## src/rtl/sd_spi_arb_pkg.sv

```systemverilog
// Shared types and pad index constants for the SD/SPI pad arbiter.
package sd_spi_arb_pkg;

  typedef enum logic [1:0] {
    OWN_NONE = 2'b00,
    OWN_SD   = 2'b01,
    OWN_SPI  = 2'b10
  } owner_e;

  typedef enum logic [1:0] {
    IDLE    = 2'd0,
    GNT_SD  = 2'd1,
    GNT_SPI = 2'd2,
    TURN    = 2'd3
  } arb_state_e;

  localparam int SPI_CS_DAT_IDX   = 3;
  localparam int SPI_MISO_DAT_IDX = 0;

endpackage

```

## src/rtl/sd_spi_pad_mux.sv

```systemverilog
// Combinational pad and return-path steering for the SD pad group, keyed by owner.
module sd_spi_pad_mux
  import sd_spi_arb_pkg::*;
(
  input  logic [1:0] owner_i,
  input  logic       sd_sclk_i,
  input  logic       sd_cmd_o_i,
  input  logic       sd_cmd_oe_i,
  input  logic [3:0] sd_dat_o_i,
  input  logic [3:0] sd_dat_oe_i,
  input  logic       spi_sclk_i,
  input  logic       spi_mosi_i,
  input  logic       spi_csn_i,
  input  logic       pad_cmd_i,
  input  logic [3:0] pad_dat_i,
  output logic       pad_sclk_o,
  output logic       pad_cmd_o,
  output logic       pad_cmd_oe_o,
  output logic [3:0] pad_dat_o,
  output logic [3:0] pad_dat_oe_o,
  output logic       sd_cmd_i_o,
  output logic [3:0] sd_dat_i_o,
  output logic       spi_miso_o
);

  always_comb begin
    // Unowned: every pad released and low, return paths parked high (bus idle level)
    pad_sclk_o   = 1'b0;
    pad_cmd_o    = 1'b0;
    pad_cmd_oe_o = 1'b0;
    pad_dat_o    = 4'b0000;
    pad_dat_oe_o = 4'b0000;
    sd_cmd_i_o   = 1'b1;
    sd_dat_i_o   = 4'b1111;
    spi_miso_o   = 1'b1;
    case (owner_i)
      OWN_SD: begin
        pad_sclk_o   = sd_sclk_i;
        pad_cmd_o    = sd_cmd_o_i;
        pad_cmd_oe_o = sd_cmd_oe_i;
        pad_dat_o    = sd_dat_o_i;
        pad_dat_oe_o = sd_dat_oe_i;
        sd_cmd_i_o   = pad_cmd_i;
        sd_dat_i_o   = pad_dat_i;
      end
      OWN_SPI: begin
        pad_sclk_o                   = spi_sclk_i;
        pad_cmd_o                    = spi_mosi_i;
        pad_cmd_oe_o                 = 1'b1;
        pad_dat_o[SPI_CS_DAT_IDX]    = spi_csn_i;
        pad_dat_oe_o[SPI_CS_DAT_IDX] = 1'b1;
        spi_miso_o                   = pad_dat_i[SPI_MISO_DAT_IDX];
      end
      default: ;
    endcase
  end

endmodule

```

## src/rtl/sd_spi_pin_arbiter.sv

```systemverilog
// Round-robin transaction arbiter for the shared SD pads (SD host vs SPI master).
// Optional grant-length watchdog enabled by defining SD_SPI_ARB_TIMEOUT_EN.
//
//   state   | meaning
//   IDLE    | no owner, pads released, evaluating requests
//   GNT_SD  | SD host owns the pads
//   GNT_SPI | SPI master owns the pads
//   TURN    | pads released, counting the turnaround gap
module sd_spi_pin_arbiter
  import sd_spi_arb_pkg::*;
#(
  parameter int TURNAROUND_CYCLES = 4,
  parameter int TIMEOUT_CYCLES    = 65536,
  parameter int CNT_W             = $clog2(TIMEOUT_CYCLES + 1)
) (
  input  logic       clk_i,
  input  logic       rst_ni,
  input  logic       sd_req_i,
  input  logic       spi_req_i,
  input  logic       sd_done_i,
  input  logic       spi_done_i,
  output logic       sd_gnt_o,
  output logic       spi_gnt_o,
  input  logic       sd_sclk_i,
  input  logic       sd_cmd_o_i,
  input  logic       sd_cmd_oe_i,
  input  logic [3:0] sd_dat_o_i,
  input  logic [3:0] sd_dat_oe_i,
  input  logic       spi_sclk_i,
  input  logic       spi_mosi_i,
  input  logic       spi_csn_i,
  output logic       pad_sclk_o,
  output logic       pad_cmd_o,
  output logic       pad_cmd_oe_o,
  output logic [3:0] pad_dat_o,
  output logic [3:0] pad_dat_oe_o,
  input  logic       pad_cmd_i,
  input  logic [3:0] pad_dat_i,
  output logic       sd_cmd_i_o,
  output logic [3:0] sd_dat_i_o,
  output logic       spi_miso_o,
  output logic [1:0] owner_o,
  output logic       timeout_o
);

  localparam logic [1:0] S_IDLE    = IDLE;
  localparam logic [1:0] S_GNT_SD  = GNT_SD;
  localparam logic [1:0] S_GNT_SPI = GNT_SPI;
  localparam logic [1:0] S_TURN    = TURN;

  logic [1:0]       state_q, state_d;
  logic [1:0]       owner_q, owner_d;
  logic [1:0]       last_q, last_d;
  logic [CNT_W-1:0] cnt_q, cnt_d;
  logic             sd_gnt_q, spi_gnt_q;
  logic             timeout_d;
  logic             sd_win, spi_win, pick, rel;

  // Tie goes to whoever did not own the pads last
  assign sd_win  = sd_req_i && (!spi_req_i || (last_q == OWN_SPI));
  assign spi_win = spi_req_i && !sd_win;

  always_comb begin
    state_d   = state_q;
    owner_d   = owner_q;
    last_d    = last_q;
    cnt_d     = cnt_q;
    timeout_d = 1'b0;
    pick      = 1'b0;
    rel       = 1'b0;
    case (state_q)
      S_IDLE: pick = 1'b1;
      S_GNT_SD: begin
        if (sd_done_i || !sd_req_i) rel = 1'b1;
`ifdef SD_SPI_ARB_TIMEOUT_EN
        else if (cnt_q == CNT_W'(TIMEOUT_CYCLES - 1)) begin
          rel       = 1'b1;
          timeout_d = 1'b1;
        end else cnt_d = cnt_q + CNT_W'(1);
`endif
      end
      S_GNT_SPI: begin
        if (spi_done_i || !spi_req_i) rel = 1'b1;
`ifdef SD_SPI_ARB_TIMEOUT_EN
        else if (cnt_q == CNT_W'(TIMEOUT_CYCLES - 1)) begin
          rel       = 1'b1;
          timeout_d = 1'b1;
        end else cnt_d = cnt_q + CNT_W'(1);
`endif
      end
      S_TURN: begin
        if (cnt_q == '0) pick = 1'b1;
        else cnt_d = cnt_q - CNT_W'(1);
      end
      default: state_d = S_IDLE;
    endcase

    if (rel) begin
      state_d = S_TURN;
      owner_d = OWN_NONE;
      cnt_d   = CNT_W'(TURNAROUND_CYCLES);
    end

    if (pick) begin
      cnt_d = '0;
      if (sd_win) begin
        state_d = S_GNT_SD;
        owner_d = OWN_SD;
        last_d  = OWN_SD;
      end else if (spi_win) begin
        state_d = S_GNT_SPI;
        owner_d = OWN_SPI;
        last_d  = OWN_SPI;
      end else begin
        state_d = S_IDLE;
        owner_d = OWN_NONE;
      end
    end
  end

  always_ff @(posedge clk_i or negedge rst_ni) begin
    if (!rst_ni) begin
      state_q   <= S_IDLE;
      owner_q   <= OWN_NONE;
      last_q    <= OWN_SPI;
      cnt_q     <= '0;
      sd_gnt_q  <= 1'b0;
      spi_gnt_q <= 1'b0;
    end else begin
      state_q   <= state_d;
      owner_q   <= owner_d;
      last_q    <= last_d;
      cnt_q     <= cnt_d;
      sd_gnt_q  <= (state_d == S_GNT_SD);
      spi_gnt_q <= (state_d == S_GNT_SPI);
    end
  end

`ifdef SD_SPI_ARB_TIMEOUT_EN
  logic timeout_q;

  always_ff @(posedge clk_i or negedge rst_ni) begin
    if (!rst_ni) timeout_q <= 1'b0;
    else         timeout_q <= timeout_d;
  end

  assign timeout_o = timeout_q;
`else
  assign timeout_o = 1'b0;
`endif

  assign sd_gnt_o  = sd_gnt_q;
  assign spi_gnt_o = spi_gnt_q;
  assign owner_o   = owner_q;

  sd_spi_pad_mux u_pad_mux (
    .owner_i      (owner_q),
    .sd_sclk_i    (sd_sclk_i),
    .sd_cmd_o_i   (sd_cmd_o_i),
    .sd_cmd_oe_i  (sd_cmd_oe_i),
    .sd_dat_o_i   (sd_dat_o_i),
    .sd_dat_oe_i  (sd_dat_oe_i),
    .spi_sclk_i   (spi_sclk_i),
    .spi_mosi_i   (spi_mosi_i),
    .spi_csn_i    (spi_csn_i),
    .pad_cmd_i    (pad_cmd_i),
    .pad_dat_i    (pad_dat_i),
    .pad_sclk_o   (pad_sclk_o),
    .pad_cmd_o    (pad_cmd_o),
    .pad_cmd_oe_o (pad_cmd_oe_o),
    .pad_dat_o    (pad_dat_o),
    .pad_dat_oe_o (pad_dat_oe_o),
    .sd_cmd_i_o   (sd_cmd_i_o),
    .sd_dat_i_o   (sd_dat_i_o),
    .spi_miso_o   (spi_miso_o)
  );

endmodule
```

## config.mk

```make
export PLATFORM = sky130hd
export DESIGN_NAME = sd_spi_pin_arbiter
export DESIGN_NICKNAME = d
export VERILOG_FILES = /design/src/rtl/sd_spi_arb_pkg.sv /design/src/rtl/sd_spi_pad_mux.sv /design/src/rtl/sd_spi_pin_arbiter.sv
export SDC_FILE = /design/constraint.sdc
export NUM_CORES = 1
export LEC_CHECK = 0
export BUFFER_PORTS_ARGS = -buffer_cell sky130_fd_sc_hd__buf_2
export CORE_MARGIN = 2
export CORE_UTILIZATION = 46
export CTS_CLUSTER_SIZE = 8
export DETAILED_ROUTE_END_ITERATION = 8
export MAX_ROUTING_LAYER = met4
export PLACE_DENSITY_LB_ADDON = 0.15
export SLEW_MARGIN = 25
export SYNTH_ARGS = -nofsm -noshare
export SYNTH_HDL_FRONTEND = slang
export SYNTH_SLANG_ARGS = --single-unit
```

## constraint.sdc

```tcl
create_clock -name clk_i -period 1.76 [get_ports clk_i]
set_input_delay 0.264 -clock clk_i [delete_from_list [all_inputs] [get_ports clk_i]]
set_output_delay 0.264 -clock clk_i [all_outputs]
set_load 0.01 [all_outputs]
```

=== Word-level counts from Yosys, hierarchy flattened ===
Cells that the tools add are included.

* Bits of input ports: 25
* Output and inout port bits: 22
* Register bits after elaboration: 25
* Word-level logic and storage cells: 58

* Eq/ne operators: 9
* Multiplexer cells: 27
* Add/subtract/negate cells: 1
* Reduce and logical (&&, ||, !) cells: 15

{| class="wikitable"
|+ Operators by type and width
! kind !! number
|-
| $mux 17 || 4
|-
| $logic_not 17->1 || 1
|-
| $sub 17x1->17 const B || 1
|-
| $mux 2 || 8
|-
| $pmux 1 s2 || 7
|-
| $eq 2x2->1 const B || 5
|-
| $eq 2x1->1 const B || 3
|-
| $mux 3 || 2
|-
| $mux 1 || 5
|-
| $mux 4 || 1
|-
| $reduce_and 2->1 || 2
|-
| $reduce_bool 2->1 || 2
|-
| $logic_not 1->1 || 3
|-
| $logic_or 1x1->1 || 3
|-
| $ne 3x3->1 const B || 1
|-
| $reduce_bool 3->1 || 1
|-
| $logic_and 1x1->1 || 2
|-
| $logic_not 2->1 || 1
|}

=== Depth between registers and ports, before layout ===
Gate-level depths: netlist of run 1.

* Word-level depth: 9
* Depth in mapped cells: 8
* Mapped depth without buffers: 7

=== By module ===
A second synthesis of run 1 with hierarchy kept.

* Cells, all modules: 172
* Area total of the unflattened synthesis: 1592.8 um^2

{| class="wikitable"
|+ Modules (own cells, without submodules)
! module !! area an instance (um^2) !! seq. area each (um^2) !! instances !! cells each
|-
| sd_spi_pin_arbiter || 1415.1 || 626.9 || 1 || 145
|-
| sd_spi_pad_mux || 177.7 || 0.0 || 1 || 27
|}

=== Worst setup path before layout of run 1 ===
OpenSTA, ideal clock, no wires.

* Path type: flip-flop to flip-flop
* Start point: register cnt_q[0]
* End point: register spi_gnt_q, in the netlist spi_gnt_o
* Path buffers: 1
* Period minus slack after synthesis: 1.776 ns
* Cell stages (with the launch flop): 9
* Path slack: -0.016 ns
* Data required time: 1.665 ns
* Library setup time: 0.095 ns
* Arrival time: 1.681 ns
* Path through: dfrtp_1 -> inv_1 -> ha_1 -> nor4b_1 -> and4_4 -> buf_8 -> a31o_4 -> o311ai_4 -> o31ai_1

* Longest elaborated chain between the ends: 5

{| class="wikitable"
|+ RTL lines
! what !! RTL line !! source
|-
| from (decl) || sd_spi_pin_arbiter.sv:54 || <nowiki>logic [CNT_W-1:0] cnt_q, cnt_d;</nowiki>
|-
| from (signal assigned) || sd_spi_pin_arbiter.sv:133 || <nowiki>cnt_q <= cnt_d;</nowiki>
|-
| $logic_not 17->1 || sd_spi_pin_arbiter.sv:92 || <nowiki>if (cnt_q == '0) pick = 1'b1;</nowiki>
|-
| $mux 1 || sd_spi_pin_arbiter.sv:92 ||
|-
| $pmux 1 s2 || sd_spi_pin_arbiter.sv:71 || <nowiki>case (state_q)</nowiki>
|-
| $mux 2 || sd_spi_pin_arbiter.sv:104 || <nowiki>if (pick) begin</nowiki>
|-
| $eq 2x2->1 || sd_spi_pin_arbiter.sv:135 || <nowiki>spi_gnt_q <= (state_d == S_GNT_SPI);</nowiki>
|-
| to (signal assigned) || sd_spi_pin_arbiter.sv:135 ||
|-
| to (decl) || sd_spi_pin_arbiter.sv:55 || <nowiki>logic sd_gnt_q, spi_gnt_q;</nowiki>
|}

Every way passes these cells.
A chain may end at the register's enable or synchronous reset.

=== Worst setup path after layout of run 1 ===
* Start point: register cnt_q[0]
* End point: register cnt_q[1]

* Longest elaborated chain between the ends: 5
* Elaborated cells on any way between the ends: 11
* Those cells by class: add/sub: 1; eq/ne: 1; mux: 6; reduce/logical: 3

{| class="wikitable"
|+ RTL lines
! what !! RTL line !! source
|-
| $sub 17x1->17 / $logic_not 17->1 (equally long branches) || sd_spi_pin_arbiter.sv:93, sd_spi_pin_arbiter.sv:92 ||
|-
| $mux 17 / $mux 1 (equally long branches) || sd_spi_pin_arbiter.sv:92 ||
|-
| $mux 17 / $pmux 1 s2 (equally long branches) || sd_spi_pin_arbiter.sv:71 ||
|-
| $mux 17 (tied with other cells) || sd_spi_pin_arbiter.sv:98 || <nowiki>if (rel) begin</nowiki>
|-
| $mux 17 / $reduce_and 2->1 (equally long branches) || - ||
|}

Several ways; a longest one is shown, not always the timed one. The select of a mux whose other input is x is not followed.

==> results of run 1 <==
cells in the mapped netlist, types with 3 or more instances:
master and instances:
nor4_2 3, a22oi_1 3, nand2b_1 7, nand3_1 4, and2_1 6, a21oi_1 6
nor3_1 7, nor2_1 28, nor4_1 4, dfrtp_1 24, inv_1 10, o21ai_0 7
xnor2_1 13, nand2_1 8, ha_1 8
stage by stage:
stage	util	power, mW	setup WS (ps)	cell area, sq um
after global placement	0.603	3.11	46.4	2010
after CTS	0.627	3.57	-16.2	2090
after global routing	0.709	4.50	-79.6	2370
after floorplan	-	2.40	20.9	1610
final	0.709	4.20	-27.7	2370
after detailed placement	0.603	3.19	-83.8	2010
layer usage:
layer | vias up | global-route usage | share of wire
met5 | - | - | 0
met4 | 0 | 0.103 | 0.033
met3 | 16 | 0.0486 | 0.034
met2 | 40 | 0.398 | 0.55
met1 | 765 | 0.243 | 0.38
li1 | 740 | - | -
sequential cells by signal, summed over array words and instances (netlist names):
register and flops:
cnt_q 17, spi_gnt_o 1, sd_gnt_o 1, owner_o 2
state_q 2, last_q 2
power by group:
| group | internal, mW | switching, mW | leakage [nW] | total, mW |
|---|---|---|---|---|
| clock network | 0.0856 | 0.182 | 0.0177 | 0.268 |
| logic | 1.48 | 1.42 | 0.756 | 2.90 |
| registers | 0.806 | 0.222 | 0.320 | 1.03 |
what timing repair did:
action                                  in CTS  in global routing
setup buffers                                1                 11
hold endpoints to repair                    24                  0
gates resized for setup                      5                 55
endpoints found under the setup margin      33                 36
hold buffers                                 1                  0
pin swaps                                    1                 10
cloned                                       0                  0
worst paths after layout:
check / start / endpoint / slack (ps) / depth (start not counted)
min in group asynchronous: rst_ni / state_q[0]$_DFF_PN0_ / 450 / 2
hold / removal: spi_req_i / state_q[1]$_DFF_PN0_ / 210 / 3
setup / recovery: cnt_q[0]$_DFFE_PN0P_ / cnt_q[1]$_DFFE_PN0P_ / -30 / 8
setup reg to reg: cnt_q[0]$_DFFE_PN0P_ / cnt_q[1]$_DFFE_PN0P_ / -30 / 8
hold reg to reg: last_q[1]$_DFFE_PN1P_ / last_q[1]$_DFFE_PN1P_ / 500 / 2
max in group asynchronous: rst_ni / state_q[1]$_DFF_PN0_ / 920 / 2
cell type report:
type                       count  share of cell area
multi-input combinational    129               0.440
sequential                    25               0.266
timing repair buffer          80               0.242
tap                           46              0.0243
inverter                      10              0.0159
clock buffer                   3             0.00952
clock inverter                 1             0.00212
kinds of logic (layout without fill, tap and decap cells):
kind of cell | after synthesis | in the layout | share of synthesized area
compound gates | 25 | 25 | 0.126
xor+xnor | 15 | 15 | 0.0820
fa+ha+maj | 8 | 8 | 0.0625
buf+inv | 16 | 94 | 0.0507
flops | 25 | 25 | 0.391
other cells | 1 | 1 | 0.00234
simple gates | 80 | 80 | 0.286
tightest hold or removal path, stage by stage:
cell and delay [ps]:
buf_2 130, o311ai_4 80, nand2_1 60
==> results.yml, run 1 <==
outcome:
  outcome: "finished, violations left"
  violations: "setup timing"
logic_synthesis:
  yosysUniqueCellTypes: 40
  ys_warn_count: 0
  synth.top_cell.area_share: 0.375
  synth.area.top_cells: "dfrtp_1, xnor2_1, nor2_1, ha_1, nand2b_1"
  synth_cells: 170
  avgSynthCellArea_sq_um: 9.43
  synth_ff_type: "dfrtp_1"
  seq_area_frac_synth: 0.391
  yosysTopAreaCell: "dfrtp_1"
  synth_edf_count: 0
  synth_nets: 203
  synth_area_sq_um: 1600
  ys_ff_latch: 25
  ys_async_sr_fraction: 1.00
sta:
  slew_headroom: 0.627
  setup_slack_ps: -27.7
  hold_slack_ps: 212
  post-route-min-period_ps: 1790
  tightest_slew_ps: 559
  hold_viol_final: 0
  report.final.slew_viol_count: 0
  finClkSkew_ps: 9.46
  rsz0062_at_grt: "yes"
  setup_tns_ps: -28.2
  setup_viol_count_final: 2
  finalCritPeriodShare: 1.02
  fmax_mhz: 559
place:
  hpwl_um: 3070
  place.gp.congestion: 0.843
  post-place-cells: 277
  port-buffer-count: 45
grt:
  grt_overflow: 0
  grt_max_degree: 26
  grt_use_total: 0.227
  grt_pass1_wl_um: 6990
  antenna_found_initial: 0
  grt_pass1_vias: 1589
route:
  wire_per_inst_um: 15.4
  dr.first_iter.drc_count: 91
  drc: 0
  ant_nets: 0
  viasPerCell: 5.31
  num_vias: 1561
  firstDrtPassIters: 4
  wl_um: 4520
clock_network:
  clkLatencyLatePin_ps: 340
  clock-root-buffer: "clkbuf_4"
  cts.path.max_buffers: 2
  tritoncts: "yes"
  cts_num_sinks: 25
  clk_pin_slew_ps: 140
  cts_buffers: 3
  clock_tree.htree_level_count: 1
power:
  power.leakage_nw: 1.09
  powerDensity_nw_per_um2: 1770
  ir_drop_uv: 1010
floorplanning:
  initial_core_util: 0.480
  core_area_sq_um: 3340
  rows: 21
  io_pins: 47
  die_h_um: 63.0
  fp.dieW_um: 63.0
  die_area_sq_um: 3970
setup_path:
  arrival_ps: 2020
  end_kind: "register"
  cp_cell_sequence: "inv_2 -> ha_4 -> nor4b_4 -> and4_4 -> a31oi_4 -> nand2b_4 -> buf_6 -> a311oi_2"
  cpPeakStageDelay_ps: 410
  crit_slowest_cell: "dfrtp_1"
  worstPathRequired_ps: 2000
  crit_buf_inv: 2
  crit_family: "compound AO/OA/AOI/OAI gates"
  setup.worst_path.start_class: "register"
  critPathKind: "reg -> reg"
  cp_max_fo: 6
min_path:
  hold_path.class: "in -> reg"
layout:
  n_antenna_cell: 0
  nNetsFinal: 282
  syn2layout_area_growth_pct: 47.6
  mostFrequentLayoutCells: "buf_2, nor2_1, buf_4"
  fillers: 255
  multiInputGateArea_sq_um: 1040
  drive_above_1_share: 0.504
  layout_commonest_cell: "buf_2"
  seq_area_sq_um: 629
  finalNonFillerCells: 294
job:
  drv_cap: 0
No activity file was read; power rests on OpenSTA's default activity.
==> inputs of run 2 (changes only) <==
- RECOVER_POWER: not set -> 25
==> run 2 against run 1 <==
  * The flow still finishes with violations (setup timing)
  * Clock power about the same
  * Die area stayed put
  * Largest cell class unchanged
  * Core utilization unchanged
==> results.yml, run 2 (synthesis gave the netlist of run 1 again) <==
sta:
  post-route-min-period_ps: 1790
  hold_viol_final: 0
  tightest_slew_ps: 622
  hold_slack_ps: 212
  report.final.slew_viol_count: 0
  slew_headroom: 0.586
  setup_tns_ps: -28.2
  setup_viol_count_final: 2
  setup_slack_ps: -27.7
  fmax_mhz: 559
  rsz0062_at_grt: "yes"
  finClkSkew_ps: 9.46
  finalCritPeriodShare: 1.02
clock_network:
  cts_buffers: 3
  tritoncts: "yes"
  cts_num_sinks: 25
  clock-root-buffer: "clkbuf_4"
  clock_tree.htree_level_count: 1
  clk_pin_slew_ps: 140
  clkLatencyLatePin_ps: 340
  cts.path.max_buffers: 2
floorplanning:
  die_area_sq_um: 3970
  die_h_um: 63.0
  io_pins: 47
  core_area_sq_um: 3340
  rows: 21
  fp.dieW_um: 63.0
  initial_core_util: 0.480
setup_path:
  crit_slowest_cell: "dfrtp_1"
  worstPathRequired_ps: 2000
  cp_cell_sequence: "inv_2 -> ha_4 -> nor4b_4 -> and4_4 -> a31oi_4 -> nand2b_4 -> buf_6 -> a311oi_2"
  end_kind: "register"
  cp_max_fo: 6
  critPathKind: "reg -> reg"
  arrival_ps: 2020
  cpPeakStageDelay_ps: 410
  setup.worst_path.start_class: "register"
power:
  power_frac_clock: 0.064
  power_mw: 4.19
  p_seq_frac: 0.245
  intPower_mw: 2.37
  power.leakage_nw: 1.09
  ir_drop_uv: 1010
  comb_power_share: 0.691
  p_sw_frac: 0.436
  power.switching_mw: 1.83
  powerDensity_nw_per_um2: 1770
outcome:
  outcome: "finished, violations left"
  violations: "setup timing"
grt:
  antenna_found_initial: 0
  grt_overflow: 0
  grt_max_degree: 26
  grt_pass1_wl_um: 6990
  grt_pass1_vias: 1589
  grt_use_total: 0.227
route:
  ant_nets: 0
  wl_um: 4520
  wire_per_inst_um: 15.4
  viasPerCell: 5.31
  drc: 0
  dr.first_iter.drc_count: 93
  firstDrtPassIters: 4
  num_vias: 1561
layout:
  fillers: 255
  largest_reg_flops: 17
  nNetsFinal: 282
  n_antenna_cell: 0
  syn2layout_area_growth_pct: 47.6
  regMostFlops: "cnt_q"
  final_core_util: 0.709
  finalNonFillerCells: 294
  mostFrequentLayoutCells: "buf_2, nor2_1, buf_4"
  drive_above_1_share: 0.504
  layout_commonest_cell: "buf_2"
place:
  port-buffer-count: 45
  post-place-cells: 277
  place.gp.congestion: 0.843
  hpwl_um: 3070
job:
  drv_cap: 0
min_path:
  hold_path.class: "in -> reg"
run 2: final timing paths:
kind                                            start                     to  slack (ps)  depth (start not counted)
worst max-delay path             cnt_q[0]$_DFFE_PN0P_   cnt_q[1]$_DFFE_PN0P_         -30                          8
max in group asynchronous                      rst_ni   state_q[1]$_DFF_PN0_         860                          2
worst min register to register  last_q[1]$_DFFE_PN1P_  last_q[1]$_DFFE_PN1P_         500                          2
worst min-delay path                        spi_req_i   state_q[1]$_DFF_PN0_         210                          3
min in group asynchronous                      rst_ni   state_q[0]$_DFF_PN0_         470                          2
worst max register to register   cnt_q[0]$_DFFE_PN0P_   cnt_q[1]$_DFFE_PN0P_         -30                          8
run 2: metal layers:
metal	wire (um)	vias up	track usage
met5	0	-	-
met4	150	0	0.103
met3	156	16	0.0486
met2	2480	40	0.398
li1	-	740	-
met1	1740	765	0.243
run 2: cell type report:
type	count	area [sq um]	share of cell area
flip-flops and latches	25	629	0.266
repair buffers	80	573	0.242
clock buffers	3	22.5	0.00952
multi-input cells	129	1040	0.440
clock inverters	1	5.00	0.00212
well taps	46	57.6	0.0243
inverters	10	37.5	0.0159
run 2: through the flow:
step	instance area, sq um	setup slack (ps)
global placement	2010	46.4
detailed placement	2010	-83.8
finish	2370	-27.7
global route	2370	-79.6
floorplan	1610	20.9
CTS	2090	-16.2
run 2: power groups by stage:
stage / Sequential [mW] / Clock, mW / Combinational [mW]
after floorplan: 1.02 / 0 / 1.38
after global placement: 0.992 / 0 / 2.11
after detailed placement: 1.01 / 0 / 2.19
after CTS: 0.998 / 0.274 / 2.30
after global routing: 1.05 / 0.297 / 3.15
final: 1.03 / 0.268 / 2.90
run 2: critical path: cells and delay by family, from the launching register on:
kind            cells  cell delay (ps)
compound gates      2              480
fa+ha+maj           1              160
buf+inv             2              210
flops               1              410
simple gates        3              430
run 2: timing repair:
action,in CTS,in global routing
hold buffers,1,0
endpoints found under the hold margin,24,0
setup endpoints to repair,33,36
setup buffers,1,11
pin swaps,1,10
gates resized for setup,5,55
==> inputs of run 3 (changes only) <==
- SKIP_LAST_GASP: not set -> 1
- SYNTH_HIERARCHICAL: not set -> 1
==> run 3 against run 2 <==
  * The flow still finishes with violations (setup timing)
  * Fmax is 18% lower
  * Non-clock buffer count is 8 higher
  * Combinational power is 9.7% lower
  * Hold slack worse by 11 ps
  * Flip-flop and latch count stayed put
  * Clock-buffer cell count stayed put
  * Clock skew is 18 ps higher
  * Die area is 0.59% lower
  * Sequential share of layout area is 0.45 points lower
==> results.yml, run 3 <==
layout:
  nNetsFinal: 296
  syn2layout_area_growth_pct: 50.5
  finalNonFillerCells: 308
  largest_reg_flops: 17
  drive_above_1_share: 0.496
  mostFrequentLayoutCells: "buf_2, buf_4, dfrtp_1"
  layout_commonest_cell: "buf_2"
  final_cell_area_sq_um: 2400
  regMostFlops: "cnt_q"
  n_antenna_cell: 0
  fillers: 250
sta:
  report.final.slew_viol_count: 0
  setup_slack_ps: -427
  finalCritPeriodShare: 1.24
  hold_viol_final: 0
  setup_viol_count_final: 27
  tightest_slew_ps: 637
  finClkSkew_ps: 27.9
  slew_headroom: 0.575
  post-route-min-period_ps: 2190
  fmax_mhz: 457
  rsz0062_at_grt: "yes"
power:
  power_frac_clock: 0.072
  power.leakage_nw: 1.14
  powerDensity_nw_per_um2: 1600
  p_seq_frac: 0.246
  comb_power_share: 0.682
  power_mw: 3.84
  power.switching_mw: 1.65
  ir_drop_uv: 1020
  intPower_mw: 2.19
  p_sw_frac: 0.430
logic_synthesis:
  yosysTopAreaCell: "dfrtp_1"
  synth.area.top_cells: "dfrtp_1, ha_1, nor2_1, xor2_1, inv_1"
  ys_warn_count: 6
  synth.top_cell.area_share: 0.377
  ys_ff_latch: 25
  ys_async_sr_fraction: 1.00
  yosysUniqueCellTypes: 48
  synth_area_sq_um: 1590
  avgSynthCellArea_sq_um: 9.26
  synth_cells: 172
  seq_area_frac_synth: 0.394
  synth_common_cells: "dfrtp_1, nor2_1, inv_1"
  synth_nets: 205
  synth_edf_count: 0
  synth_ff_type: "dfrtp_1"
route:
  viasPerCell: 5.27
  wl_um: 4650
  dr.first_iter.drc_count: 60
  wire_per_inst_um: 15.1
  firstDrtPassIters: 4
  num_vias: 1624
  drc: 0
  ant_nets: 0
grt:
  antenna_found_initial: 0
  grt_pass1_vias: 1587
  grt_pass1_wl_um: 7320
  grt_overflow: 0
  grt_max_degree: 26
  grt_use_total: 0.235
setup_path:
  worstPathRequired_ps: 1950
  end_kind: "register"
  cp_max_fo: 10
  critPathKind: "reg -> reg"
  setup.worst_path.start_class: "register"
  arrival_ps: 2380
clock_network:
  cts_num_sinks: 25
  tritoncts: "yes"
  cts.path.max_buffers: 2
  clock_tree.htree_level_count: 1
  clock-root-buffer: "clkbuf_4"
  cts_buffers: 3
  clk_pin_slew_ps: 160
  clkLatencyLatePin_ps: 340
outcome:
  violations: "setup timing"
  outcome: "finished, violations left"
job:
  drv_cap: 0
min_path:
  hold_path.class: "in -> reg"
floorplanning:
  initial_core_util: 0.477
  rows: 21
  core_area_sq_um: 3340
  die_h_um: 62.8
  fp.dieW_um: 62.8
  io_pins: 47
  die_area_sq_um: 3950
place:
  hpwl_um: 3160
  port-buffer-count: 45
  placed_area_sq_um: 2090
  post-place-cells: 293
  place.gp.congestion: 0.904
[run 3: repair_timing]
action | CTS | global route
pin swaps | 6 | 4
endpoints found under the hold margin | 24 | 0
setup endpoints to repair | 41 | 35
hold buffers | 1 | 0
buffers inserted | 3 | 5
gates cloned | 2 | 0
gates resized for setup | 15 | 27
[run 3: routing by layer]
| layer | wire, um | GRT usage | vias to the layer above |
|---|---|---|---|
| met4 | 78 | 0.0750 | 0 |
| met5 | 0 | - | - |
| met2 | 2510 | 0.390 | 35 |
| met1 | 1900 | 0.288 | 787 |
| met3 | 163 | 0.0450 | 10 |
| li1 | - | - | 792 |
[run 3: logic make-up (layout without fill, tap and decap cells)]
group	Yosys count	after routing	share of synthesized area
XOR/XNOR	9	9	0.0495
multiplexers	1	1	0.00628
adder cells (fa/ha/maj)	8	8	0.0628
buffers and inverters	17	105	0.0566
AND/OR/NAND/NOR	78	80	0.292
other	1	1	0.00235
AO/OA/AOI/OAI	33	33	0.137
flip-flops	25	25	0.394
[run 3: worst paths after layout]
kind / to / depth (start not counted) / slack [ps] / start
max: cnt_q[1]$_DFFE_PN0P_ / 7 / -430 / cnt_q[0]$_DFFE_PN0P_
min: last_q[1]$_DFFE_PN1P_ / 3 / 200 / spi_req_i
max reg2reg: cnt_q[1]$_DFFE_PN0P_ / 7 / -430 / cnt_q[0]$_DFFE_PN0P_
min reg2reg: cnt_q[7]$_DFFE_PN0P_ / 2 / 550 / cnt_q[7]$_DFFE_PN0P_
min in group asynchronous: last_q[0]$_DFFE_PN0P_ / 2 / 440 / rst_ni
max in group asynchronous: cnt_q[0]$_DFFE_PN0P_ / 2 / 870 / rst_ni
[run 3: layout make-up]
cell class                 instances  area, sq um  area share
clock inverter                     1         7.51     0.00313
tap                               46         57.6      0.0240
inverter                          13         48.8      0.0204
sequential                        25          627       0.261
multi-input combinational        132         1060       0.440
timing repair buffer              88          578       0.241
clock buffer                       3         22.5     0.00939
[run 3: stage by stage]
stage,setup slack [ps],setup TNS (ps),hold slack [ps],util
floorplan,-382,-8210,-31.6,-
global placement,-377,-7980,277,0.627
detailed placement,-453,-9940,286,0.627
CTS,-408,-8410,178,0.667
global route,-512,-11120,188,0.718
finish,-427,-8950,200,0.718
[run 3: power groups by stage]
stage               Clock [mW]  Sequential (mW)  Combinational, mW
CTS                      0.281            0.943               2.32
detailed placement           0            0.953               2.10
global route             0.309            0.970               2.86
global placement             0            0.938               2.02
finish                   0.276            0.946               2.62
floorplan                    0            0.989               1.20
[run 3: critical path, stage by stage (launching register included)]
cell and delay (ps):
dfrtp_1 410, inv_2 80, ha_4 120, or4b_4 470, or4_4 460, nor3_4 210, or3_4 240, a211oi_1 70
